File: src/rtl/cpu_pkg.sv
// Shared CPU front-end definitions: opcode constants, instruction field
// bit positions and the fetch FSM state encoding.
package cpu_pkg;

  localparam int unsigned INSTR_W = 32;

  // Opcode constants
  localparam logic [5:0] R_TYPE  = 6'b000000;
  localparam logic [5:0] HALT_OP = 6'b111111;

  // Instruction field bit positions
  localparam int unsigned OP_MSB    = 31;
  localparam int unsigned OP_LSB    = 26;
  localparam int unsigned RS_MSB    = 25;
  localparam int unsigned RS_LSB    = 21;
  localparam int unsigned RT_MSB    = 20;
  localparam int unsigned RT_LSB    = 16;
  localparam int unsigned RD_MSB    = 15;
  localparam int unsigned RD_LSB    = 11;
  localparam int unsigned FUNCT_MSB = 5;
  localparam int unsigned FUNCT_LSB = 0;
  localparam int unsigned IMM_MSB   = 15;
  localparam int unsigned IMM_LSB   = 0;

  // Fetch FSM states
  typedef enum logic [2:0] {
    ST_IDLE  = 3'd0,
    ST_REQ   = 3'd1,
    ST_DROP  = 3'd2,
    ST_ISSUE = 3'd3,
    ST_HALT  = 3'd4
  } fetchState_e;

endpackage

File: src/rtl/instr_field_split.sv
// Combinational slice of a 32-bit instruction word into its decode fields.
// Shared between the fetch unit and the decode stage.
module instr_field_split
  import cpu_pkg::*;
(
  input  logic [INSTR_W-1:0] instr,
  output logic [5:0]         Op,
  output logic [4:0]         Rs,
  output logic [4:0]         Rt,
  output logic [4:0]         Rd,
  output logic [5:0]         Funct,
  output logic [15:0]        Imm
);

  assign Op    = instr[OP_MSB:OP_LSB];
  assign Rs    = instr[RS_MSB:RS_LSB];
  assign Rt    = instr[RT_MSB:RT_LSB];
  assign Rd    = instr[RD_MSB:RD_LSB];
  assign Funct = instr[FUNCT_MSB:FUNCT_LSB];
  assign Imm   = instr[IMM_MSB:IMM_LSB];

endmodule

File: src/rtl/instr_fetch_unit.sv
// Instruction fetch front end: owns the PC, runs the req/ack handshake to
// instruction memory and the valid/ready handshake to decode, and handles
// redirects (with flush of the in-flight fetch) and the halt opcode.
module instr_fetch_unit
  import cpu_pkg::*;
#(
  parameter int unsigned       ADDR_W   = 32,
  parameter logic [ADDR_W-1:0] RESET_PC = '0,
  parameter logic [5:0]        HALT_OP  = cpu_pkg::HALT_OP
) (
  input  logic              clk,
  input  logic              rst_n,
  input  logic              start,
  output logic              mem_req,
  output logic [ADDR_W-1:0] mem_addr,
  input  logic              mem_ack,
  input  logic [31:0]       mem_rdata,
  output logic [5:0]        Op,
  output logic [4:0]        Rs,
  output logic [4:0]        Rt,
  output logic [4:0]        Rd,
  output logic [5:0]        Funct,
  output logic [15:0]       Imm,
  output logic              instr_valid,
  input  logic              instr_ready,
  output logic [ADDR_W-1:0] pc_out,
  input  logic              redirect,
  input  logic [ADDR_W-1:0] redirect_pc,
  output logic              halted
);

  fetchState_e        state;
  logic [ADDR_W-1:0]  pcReg;
  logic [ADDR_W-1:0]  memAddrReg;
  logic [ADDR_W-1:0]  pcOutReg;
  logic [INSTR_W-1:0] irReg;
  logic               memReqReg;
  logic               instrValidReg;
  logic               haltedReg;

  logic [ADDR_W-1:0]  redirTarget;
  logic [ADDR_W-1:0]  pcPlus4;
  logic               handshake;

  // Targets are always word aligned; masking keeps every input bit in use.
  assign redirTarget = redirect_pc & ~ADDR_W'(3);
  // Wraps modulo 2^ADDR_W by construction.
  assign pcPlus4     = pcReg + ADDR_W'(4);
  assign handshake   = instrValidReg && instr_ready;

  assign mem_req     = memReqReg;
  assign mem_addr    = memAddrReg;
  assign instr_valid = instrValidReg;
  assign pc_out      = pcOutReg;
  assign halted      = haltedReg;

  // Decode fields are always taken from IR, never straight from memory.
  instr_field_split uFieldSplit (
    .instr (irReg),
    .Op    (Op),
    .Rs    (Rs),
    .Rt    (Rt),
    .Rd    (Rd),
    .Funct (Funct),
    .Imm   (Imm)
  );

  // Fetch FSM with PC, IR and all handshake outputs registered.
  always_ff @(posedge clk or negedge rst_n) begin
    if (!rst_n) begin
      state         <= ST_IDLE;
      pcReg         <= RESET_PC;
      memAddrReg    <= RESET_PC;
      pcOutReg      <= RESET_PC;
      irReg         <= '0;
      memReqReg     <= 1'b0;
      instrValidReg <= 1'b0;
      haltedReg     <= 1'b0;
    end else begin
      case (state)
        ST_IDLE: begin
          // Redirect has priority over start and keeps the unit idle.
          if (redirect) begin
            pcReg      <= redirTarget;
            memAddrReg <= redirTarget;
          end else if (start) begin
            state      <= ST_REQ;
            memReqReg  <= 1'b1;
            memAddrReg <= pcReg;
          end
        end

        ST_REQ: begin
          if (redirect) begin
            pcReg <= redirTarget;
            if (mem_ack) begin
              // Returning data belongs to the old path: drop it, refetch now.
              memAddrReg <= redirTarget;
            end else begin
              // Request stays up on the old address until memory answers.
              state <= ST_DROP;
            end
          end else if (mem_ack) begin
            irReg         <= mem_rdata;
            pcOutReg      <= pcReg;
            memReqReg     <= 1'b0;
            instrValidReg <= 1'b1;
            state         <= ST_ISSUE;
          end
        end

        ST_DROP: begin
          if (mem_ack) begin
            state      <= ST_REQ;
            memAddrReg <= redirect ? redirTarget : pcReg;
            if (redirect) begin
              pcReg <= redirTarget;
            end
          end else if (redirect) begin
            pcReg <= redirTarget;
          end
        end

        ST_ISSUE: begin
          if (handshake && (Op == HALT_OP)) begin
            // A consumed halt beats any coincident redirect.
            instrValidReg <= 1'b0;
            haltedReg     <= 1'b1;
            state         <= ST_HALT;
          end else if (redirect) begin
            // Flush or consume; either way the target beats PC+4.
            pcReg         <= redirTarget;
            memAddrReg    <= redirTarget;
            memReqReg     <= 1'b1;
            instrValidReg <= 1'b0;
            state         <= ST_REQ;
          end else if (handshake) begin
            pcReg         <= pcPlus4;
            memAddrReg    <= pcPlus4;
            memReqReg     <= 1'b1;
            instrValidReg <= 1'b0;
            state         <= ST_REQ;
          end
        end

        ST_HALT: begin
          memReqReg     <= 1'b0;
          instrValidReg <= 1'b0;
          haltedReg     <= 1'b1;
        end

        default: begin
          state         <= ST_IDLE;
          memReqReg     <= 1'b0;
          instrValidReg <= 1'b0;
          haltedReg     <= 1'b0;
        end
      endcase
    end
  end

endmodule

File: config.mk
export PLATFORM = sky130hd
export DESIGN_NAME = instr_fetch_unit
export DESIGN_NICKNAME = d
export VERILOG_FILES = /design/src/rtl/cpu_pkg.sv /design/src/rtl/instr_field_split.sv /design/src/rtl/instr_fetch_unit.sv
export SDC_FILE = /design/constraint.sdc
export NUM_CORES = 1
export LEC_CHECK = 0
export CAP_MARGIN = 20
export CORE_MARGIN = 5
export CORE_UTILIZATION = 35
export CTS_CLUSTER_SIZE = 40
export DETAILED_ROUTE_END_ITERATION = 8
export PLACE_DENSITY = 0.63
export SYNTH_ARGS = -nofsm -noshare
export SYNTH_HDL_FRONTEND = slang
export SYNTH_HIERARCHICAL = 1
export SYNTH_SLANG_ARGS = --single-unit
File: constraint.sdc
create_clock -name clk -period 2.95 [get_ports clk]
set_input_delay 0.295 -clock clk [delete_from_list [all_inputs] [get_ports clk]]
set_output_delay 0.295 -clock clk [all_outputs]
set_load 0.02 [all_outputs]
---- After elaboration in Yosys (flattened, before gate mapping) ----
Cells that the tools add are included.
storage, ports and cells
  output and inout port bits .............. 110
  register bits after elaboration ......... 134
cells by class
  reductions and logical operators ........ 14
  equality and inequality tests ........... 18
  multiplexer cells ....................... 37
  bitwise gates (word level) .............. 5
  add/subtract/negate cells ............... 1
operators by type and width
  kind                                           count
  2-to-1 mux 32 bit                              9
  one-hot mux 32 bit (4 select lines)            1
  one-hot mux 32 bit (2 select lines)            1
  adder 32 x 3 -> 32 bit, second input constant  1
  2-to-1 mux 3 bit                               9
  AND reduction 7 bit                            3
  != test 2 bit, second input constant           8
  one-hot mux 3 bit (5 select lines)             1
  2-to-1 mux 1 bit                               13
  != test 3 bit, second input constant           4
  == test 3 x 2 -> 1 bit, second input constant  2
  == test 6 bit, second input constant           1
  one-hot mux 1 bit (3 select lines)             2
  AND reduction 3 bit                            2
  inverter 1 bit                                 5
  != test 4 bit, second input constant           1
  one-hot mux 1 bit (4 select lines)             1
  AND reduction 4 bit                            1
  nonzero test 4 bit                             1
  == test 3 x 1 -> 1 bit, second input constant  1
  == test 3 bit, second input constant           1
  zero test 3 bit                                1
  OR reduction 3 bit                             1
  logical AND 1 bit                              2
  3 further kinds                                3

---- Depth between registers and ports, before layout ----
Gate-level depths: netlist of run 1.
  word-level depth ........................ 5
  depth in mapped cells ................... 9
  gate-level depth less buffers ........... 6

---- Cells and area by module ----
Netlist of run 1, hierarchy kept.
by module, submodules not included
  module             cells each  sequential area each (µm²)  area each (µm²)  instances
  instr_fetch_unit   738         3353.2                      7143.1           1
  instr_field_split  43          0.0                         322.8            1

---- Worst setup path before layout of run 1 ----
OpenSTA, ideal clock, no wires.
  path kind ............................... register -> register
  start point ............................. register pcReg[2]
  end point ............................... register memAddrReg[20], in the netlist mem_addr[20]
  data required time ...................... 2.822 ns
  arrival ................................. 1.974 ns
  cell stages (with the launch flop) ...... 7
  setup time .............................. 0.128 ns
  setup slack ............................. 0.848 ns
  period minus slack after synthesis ...... 2.102 ns
  path through ............................ dfrtp_1 ha_1 nand4_1 nor4_2 and4_1 mux2i_1 o22ai_1
between the ends
  cells in the longest elaborated chain, start to end .. 5
ends and longest elaborated chain
  item                                 line                     text
  from (decl)                          instr_fetch_unit.sv:33   logic [ADDR_W-1:0] pcReg;
  from (signal assigned)               instr_fetch_unit.sv:84   pcReg <= redirTarget;
  from (signal assigned)               instr_fetch_unit.sv:95   pcReg <= redirTarget;
  from (signal assigned)               instr_fetch_unit.sv:117  pcReg <= redirTarget;
  adder 32 x 3 -> 32 bit               instr_fetch_unit.sv:48   assign pcPlus4 = pcReg + ADDR_W'(4);
  2-to-1 mux 32 bit                    instr_fetch_unit.sv:137  end else if (handshake) begin
  2-to-1 mux 32 bit                    instr_fetch_unit.sv:130  end else if (redirect) begin
  2-to-1 mux 32 bit                    instr_fetch_unit.sv:125  if (handshake && (Op == HALT_OP)) begin
  one-hot mux 32 bit (4 select lines)  instr_fetch_unit.sv:80   case (state)
  to (signal assigned)                 instr_fetch_unit.sv:85   memAddrReg <= redirTarget;
  to (signal assigned)                 instr_fetch_unit.sv:133  memAddrReg <= redirTarget;
  to (signal assigned)                 instr_fetch_unit.sv:139  memAddrReg <= pcPlus4;
  to (decl)                            instr_fetch_unit.sv:34   logic [ADDR_W-1:0] memAddrReg;
Every way passes these cells. The select of a mux whose other input is x is not followed.
A chain may end at the register's enable or synchronous reset.

---- Worst setup path after layout of run 1 ----
Ends and elaborated chain as after synthesis.

==> reports/qor.csv, run 1 <==
stage,metric,value,unit
pwr,power.density,1090,nW/um^2
logic_synthesis,ys_seq_area_share,44.9,%
drt,via_per_inst,5.56,
clock_tree,ctsRootBufferMaster,clkbuf_16,
pwr,swShare,40.6,%
floorplan,start_util,35.5,%
status,status,completed,
critical_path,path_class,reg2reg,
logic_synthesis,netlist_area,7470,sq um
sta,skew,0.0128,ns
min_path,min_path_type,in2async,
grt,antenna_found_initial,0,
pwr,internal_power,0.00639,W
logic_synthesis,syn_nets,852,
sta,finalMaxSlewViolations,0,
flow_run,drv_cap,0,
pwr,ir_drop,392,uV
sta,slew_headroom,47.6,%
logic_synthesis,yosysTopAreaCell,dfrtp_1,
final_layout,fillers,1993,
drt,first_iter_violations,559,
critical_path,arrival,2.70,ns
sta,tns,0,ns
logic_synthesis,synth_top_area_share,44.9,%
sta,finalSetupViolCount,0,
floorplan,core-area,21000,sq um
pwr,clockPowerShare,19.3,%
pwr,seqPwrFrac,31.4,%
floorplan,pin_count,180,
sta,post-route-min-period,2.40,ns
placement,dp_hpwl,15500,um
pwr,combPwrFrac,49.4,%
logic_synthesis,yosys_register_bits,134,
drt,drtPass1Iterations,5,
floorplan,die_area,24400,sq um
drt,wl_per_cell,18.9,um
placement,io_buffers,177,
logic_synthesis,yosysMostFrequentCell,dfrtp_1,
sta,fmax,417,MHz
grt,grt_pass1_vias,6466,
clock_tree,cts-buffers-inserted,17,
critical_path,slowest_stage,nor4_2,
critical_path,worstPathCellList,ha_1 > nand4_1 > nor4_2 > and4_1 > mux2i_1 > o22ai_1,
drt,wl,22500,um
critical_path,crit_fanout,7,
final_layout,syn_to_final_growth,32.1,%
sta,finalCritPeriodShare,81.4,%
grt,grt.overflow.total,0,
critical_path,cp.required,3.25,ns
logic_synthesis,synth_area_leaders,"dfrtp_1 (45%), mux2_2 (9.8%), buf_4 (4.3%)",
floorplan,die_height,156,um
drt,num_vias,6622,
placement,gp_congestion,0.804,
sta,finalHoldViolations,0,
clock_tree,cts_tree,yes,
logic_synthesis,yosysWarnings,6,
logic_synthesis,syn_area_per_cell,9.56,sq um
final_layout,nNetsFinal,974,
final_layout,diodes,0,
placement,dp_slack,0.480,ns
logic_synthesis,synth.distinct_cells,65,
drt,ant_nets,0,
logic_synthesis,synth_common_cells,"dfrtp_1 (134), mux2_2 (65), o21ai_0 (63)",
drt,drc,0,
logic_synthesis,async_flop_share,100,%
clock_tree,cts_resized,0,
clock_tree,clk_pin_slew,0.06,ns
sta,rsz0062_at_grt,false,
final_layout,drive_gt1_share,15.8,%
pwr,switchingPower,0.00437,W
clock_tree,clock_latency,0.42,ns
grt,grt_start_max_net_pins,66,
grt,grt_pass1_wl,35800,um
grt,grtUsageTotal,18.3,%
critical_path,critPathCaptureType,register,
sta,worst_pin_slew,0.778,ns
clock_tree,clock_sinks,134,
logic_synthesis,syn_inst,781,
critical_path,cp_slowest_stage_delay,0.57,ns
clock_tree,post_cts_buffers,0,
pwr,p_leak,3.90,nW
floorplan,rows,53,
logic_synthesis,synth_edf_count,0,
critical_path,start_kind,register,
clock_tree,cts.path.max_buffers,2,
sta,fin_ws,0.550,ns
logic_synthesis,synth_flop_cell,dfrtp_1,
clock_tree,htreeDepth,4,
floorplan,fp.dieW,156,um
[power by group through the flow]
stage	Combinational, W	Sequential, W	Clock, W
after global placement	0.00531	0.00337	0
after floorplan	0.00303	0.00364	0
after detailed placement	0.00535	0.00340	0
after CTS	0.00537	0.00338	0.00212
after global routing	0.00572	0.00351	0.00220
final	0.00531	0.00338	0.00207
[metal layers]
layer,vias up,track usage (%),share of wire (%)
li1,3090,-,-
met1,3274,24.6,44
met2,234,29.9,48
met3,24,4.11,6.4
met4,0,4.54,1.5
met5,-,0,0
[what timing repair did]
action | CTS | global route
hold buffers | 1 | 0
hold endpoints to repair | 63 | 0
setup endpoints to repair | 0 | 0
[placed cells by master, fill, tap and decap left out, types with 11 or more instances in the layout]
| master | instances |
|---|---|
| o22ai_1 | 11 |
| mux2_2 | 65 |
| nand4_1 | 14 |
| clkdlybuf4s50_1 | 175 |
| o21ai_0 | 63 |
| nand2_1 | 55 |
| a221oi_1 | 15 |
| nor2_1 | 48 |
| nor3_1 | 23 |
| nand3_1 | 24 |
| buf_4 | 32 |
| a21oi_1 | 48 |
| dfrtp_1 | 134 |
| clkbuf_16 | 17 |
[logic make-up after synthesis]
logic type               synth area share (%)
buffers and inverters                    8.41
flip-flops                               44.9
multiplexers                             10.7
AO/OA/AOI/OAI                            20.1
adder cells (fa/ha/maj)                 0.168
AND/OR/NAND/NOR                          15.7
[path summary, 6_finish.rpt]
path | from | end | slack [ns] | depth (start not counted)
max | pcReg[2] | mem_addr[20] | 0.55 | 6
min | rst_n | irReg[25] | 0.43 | 2
max reg2reg | pcReg[2] | mem_addr[20] | 0.55 | 6
min reg2reg | pc_out[15] | pc_out[15] | 0.48 | 2
max in group asynchronous | rst_n | pcReg[19] | 1.75 | 3
min in group clk | pc_out[15] | pc_out[15] | 0.48 | 2
[layout make-up]
cell class / instances / area [sq um] / share of cell area [%]
timing repair buffer: 212 / 2060 / 20.9
multi-input combinational: 529 / 3510 / 35.5
tap: 275 / 344 / 3.49
sequential: 134 / 3350 / 34.0
inverter: 9 / 33.8 / 0.342
clock inverter: 8 / 72.6 / 0.736
clock buffer: 23 / 498 / 5.05
[critical path, delay by kind of cell, from the launching register on]
kind                       cells  cell delay (ns)
adders and majority gates      1             0.34
AOI/OAI and AO/OA              1             0.09
DFF                            1             0.48
muxes                          1             0.20
and+or+nand+nor                3             1.17
[state kept, by name (all words and copies together), names as in the netlist]
signal and count:
pcReg 32, state 3, irReg 32, instr_valid 1, mem_addr 32, pc_out 32
mem_req 1, halted 1
[stage by stage]
stage	hold WS (ns)	instances	power (W)	cell area, sq um	util (%)
after CTS	0.463	1190	0.0109	9870	46.9
after detailed placement	0.340	1158	0.00875	9290	44.2
final	0.425	1190	0.0108	9870	46.9
after global placement	0.329	1158	0.00867	9290	44.2
after floorplan	-0.000591	781	0.00667	7470	-
after global routing	0.483	1190	0.0114	9870	46.9
(Power assumes the default switching activity.)
==> inputs of run 2 (changes only) <==
--- a/config.mk
+++ b/config.mk
@@ -10,7 +10,7 @@
 export CORE_UTILIZATION = 35
 export CTS_CLUSTER_SIZE = 40
 export DETAILED_ROUTE_END_ITERATION = 8
-export PLACE_DENSITY = 0.63
+export PLACE_DENSITY = 0.65
 export SYNTH_ARGS = -nofsm -noshare
 export SYNTH_HDL_FRONTEND = slang
 export SYNTH_HIERARCHICAL = 1
==> constraint.sdc (replaced) <==
create_clock -name clk -period 2 [get_ports clk]
set_input_delay 0.2 -clock clk [delete_from_list [all_inputs] [get_ports clk]]
set_output_delay 0.2 -clock clk [all_outputs]
set_load 0.02 [all_outputs]
==> reports/qor.csv, run 2 (synthesis gave the netlist of run 1 again) <==
stage,metric,value,unit,change
grt,grt_start_max_net_pins,54,,was 66
sta,skew,0.0126,ns,was 0.0128 ns
sta,slew_headroom,57.2,%,was 47.6%
final_layout,stdcell_area,10600,sq um,was 9870 sq um
drt,via_per_inst,5.42,,was 5.56
clock_tree,cts-buffers-inserted,17,,unchanged
final_layout,diodes,0,,unchanged
clock_tree,cts.path.max_buffers,2,,unchanged
sta,tns,0,ns,unchanged
clock_tree,ctsRootBufferMaster,clkbuf_16,,unchanged
drt,wl_met2,11000,um,"was 10,800 um"
final_layout,syn_to_final_growth,41.6,%,was 32.1%
sta,worst_pin_slew,0.642,ns,was 0.778 ns
floorplan,start_util,35.5,%,unchanged
floorplan,rows,53,,unchanged
status,status,completed,,unchanged
clock_tree,clk_pin_slew,0.06,ns,about the same
final_layout,nNetsFinal,1043,,was 974
placement,dp.cells,1222,,"was 1,158"
final_layout,layout_commonest_cell,clkdlybuf4s50_1,,unchanged
grt,grt.overflow.total,0,,unchanged
clock_tree,clock_latency,0.43,ns,was 0.42 ns
sta,post-route-min-period,1.92,ns,was 2.40 ns
grt,grt_pass1_wl,36300,um,"was 35,800 um"
final_layout,layout_common_cells,"clkdlybuf4s50_1 (175), dfrtp_1 (134), buf_4 (94)",,"was clkdlybuf4s50_1 (175), dfrtp_1 (134), mux2_2 (65)"
sta,finalSetupViolCount,0,,unchanged
final_layout,multiInputGateArea,3630,sq um,was 3510 sq um
floorplan,die_area,24400,sq um,unchanged
critical_path,critPathCaptureType,register,,unchanged
clock_tree,cts_tree,yes,,unchanged
placement,dpl-instance-area,9820,sq um,was 9290 sq um
drt,highest_layer,met4,,unchanged
grt,antenna_found_initial,0,,unchanged
critical_path,path_class,reg2reg,,unchanged
drt,first_iter_violations,471,,was 559
pwr,p_leak,4.28,nW,was 3.90 nW
drt,wl_met3,1490,um,was 1430 um
final_layout,seq_area,3350,sq um,unchanged
final_layout,finish.utilization,50.3,%,was 46.9%
sta,finalHoldViolations,0,,unchanged
final_layout,stdcell_count,1258,,"was 1,190"
grt,grtUsageTotal,18.8,%,was 18.3%
sta,finalMaxSlewViolations,0,,unchanged
final_layout,drive_gt1_share,23.4,%,was 15.8%
floorplan,die_height,156,um,unchanged
sta,fmax,522,MHz,was 417 MHz
pwr,ir_drop,765,uV,was 392 uV
critical_path,cp.required,2.29,ns,was 3.25 ns
clock_tree,clock_sinks,134,,unchanged
floorplan,pin_count,180,,unchanged
drt,drtPass1Iterations,5,,unchanged
final_layout,fillers,1890,,"was 1,993"
placement,gp_congestion,0.867,,was 0.804
drt,wl,22900,um,"was 22,500 um"
drt,drc,0,,unchanged
grt,grt_pass1_vias,6525,,"was 6,466"
floorplan,fp.dieW,156,um,unchanged
critical_path,crit_fanout,5,,was 7
clock_tree,htreeDepth,4,,unchanged
flow_run,drv_cap,0,,unchanged
placement,io_buffers,177,,unchanged
min_path,min_path_type,in2async,,unchanged
critical_path,start_kind,register,,unchanged
drt,wl_met1,9960,um,was 9920 um
drt,num_vias,6815,,"was 6,622"
sta,holdWs,0.257,ns,was 0.425 ns
floorplan,core-area,21000,sq um,unchanged
critical_path,rrSetupSlack,0.08,ns,was 0.55 ns
drt,wl_per_cell,18.2,um,was 18.9 um
placement,dp_hpwl,16600,um,"was 15,500 um"
sta,finalCritPeriodShare,95.8,%,was 81.4%
drt,ant_nets,0,,unchanged
pwr,power.density,1570,nW/um^2,was 1090 nW/um^2
critical_path,arrival,2.21,ns,was 2.70 ns
## run 2: power by group
| group | total [W] | leakage, nW | internal (W) | switching [W] |
|---|---|---|---|---|
| Clock | 0.00309 | 0.277 | 0.00191 | 0.00118 |
| Combinational | 0.00882 | 2.41 | 0.00419 | 0.00464 |
| Sequential | 0.00470 | 1.59 | 0.00392 | 0.000785 |
## run 2: layout make-up
class | count | area share (%)
multi-input combinational | 529 | 34.3
sequential | 134 | 31.7
timing repair buffer | 281 | 24.9
clock buffer | 21 | 4.45
tap | 275 | 3.25
clock inverter | 9 | 0.971
inverter | 9 | 0.320
## run 2: critical path: stages, from the launching register on
cell and delay [ns]:
dfrtp_1 0.39, nand4_1 0.22, or4_4 0.54, o21a_1 0.23, o31ai_1 0.30, a21oi_1 0.11
## run 2: metrics by stage
stage	total power [W]	setup slack (ns)
2_1_floorplan	0.00984	-0.00559
6_report	0.0166	0.0835
4_1_cts	0.0167	0.00142
5_1_grt	0.0176	-0.0132
3_3_place_gp	0.0133	-0.115
3_5_place_dp	0.0135	-0.197
## run 2: final timing paths
path,from,end,cells after the start
worst min-delay path,rst_n,pc_out[18],2
max in group asynchronous,rst_n,mem_addr[3],3
worst max-delay path,pcReg[6],pcReg[19],5
min in group clk,redirect,pcReg[0],3
worst max register to register,pcReg[6],pcReg[19],5
worst min register to register,mem_addr[0],mem_addr[0],2
## run 2: what timing repair did
item	CTS	global route
pin swaps	1	8
endpoints found under the hold margin	34	0
resized for setup	2	25
setup endpoints to repair	7	35
hold buffers	1	0
buffers inserted	1	4
## run 2: metal layers
layer / vias up / GRT usage (%)
met5: - / 0
li1: 3231 / -
met1: 3312 / 25.6
met2: 248 / 29.9
met3: 24 / 3.94
met4: 0 / 6.29
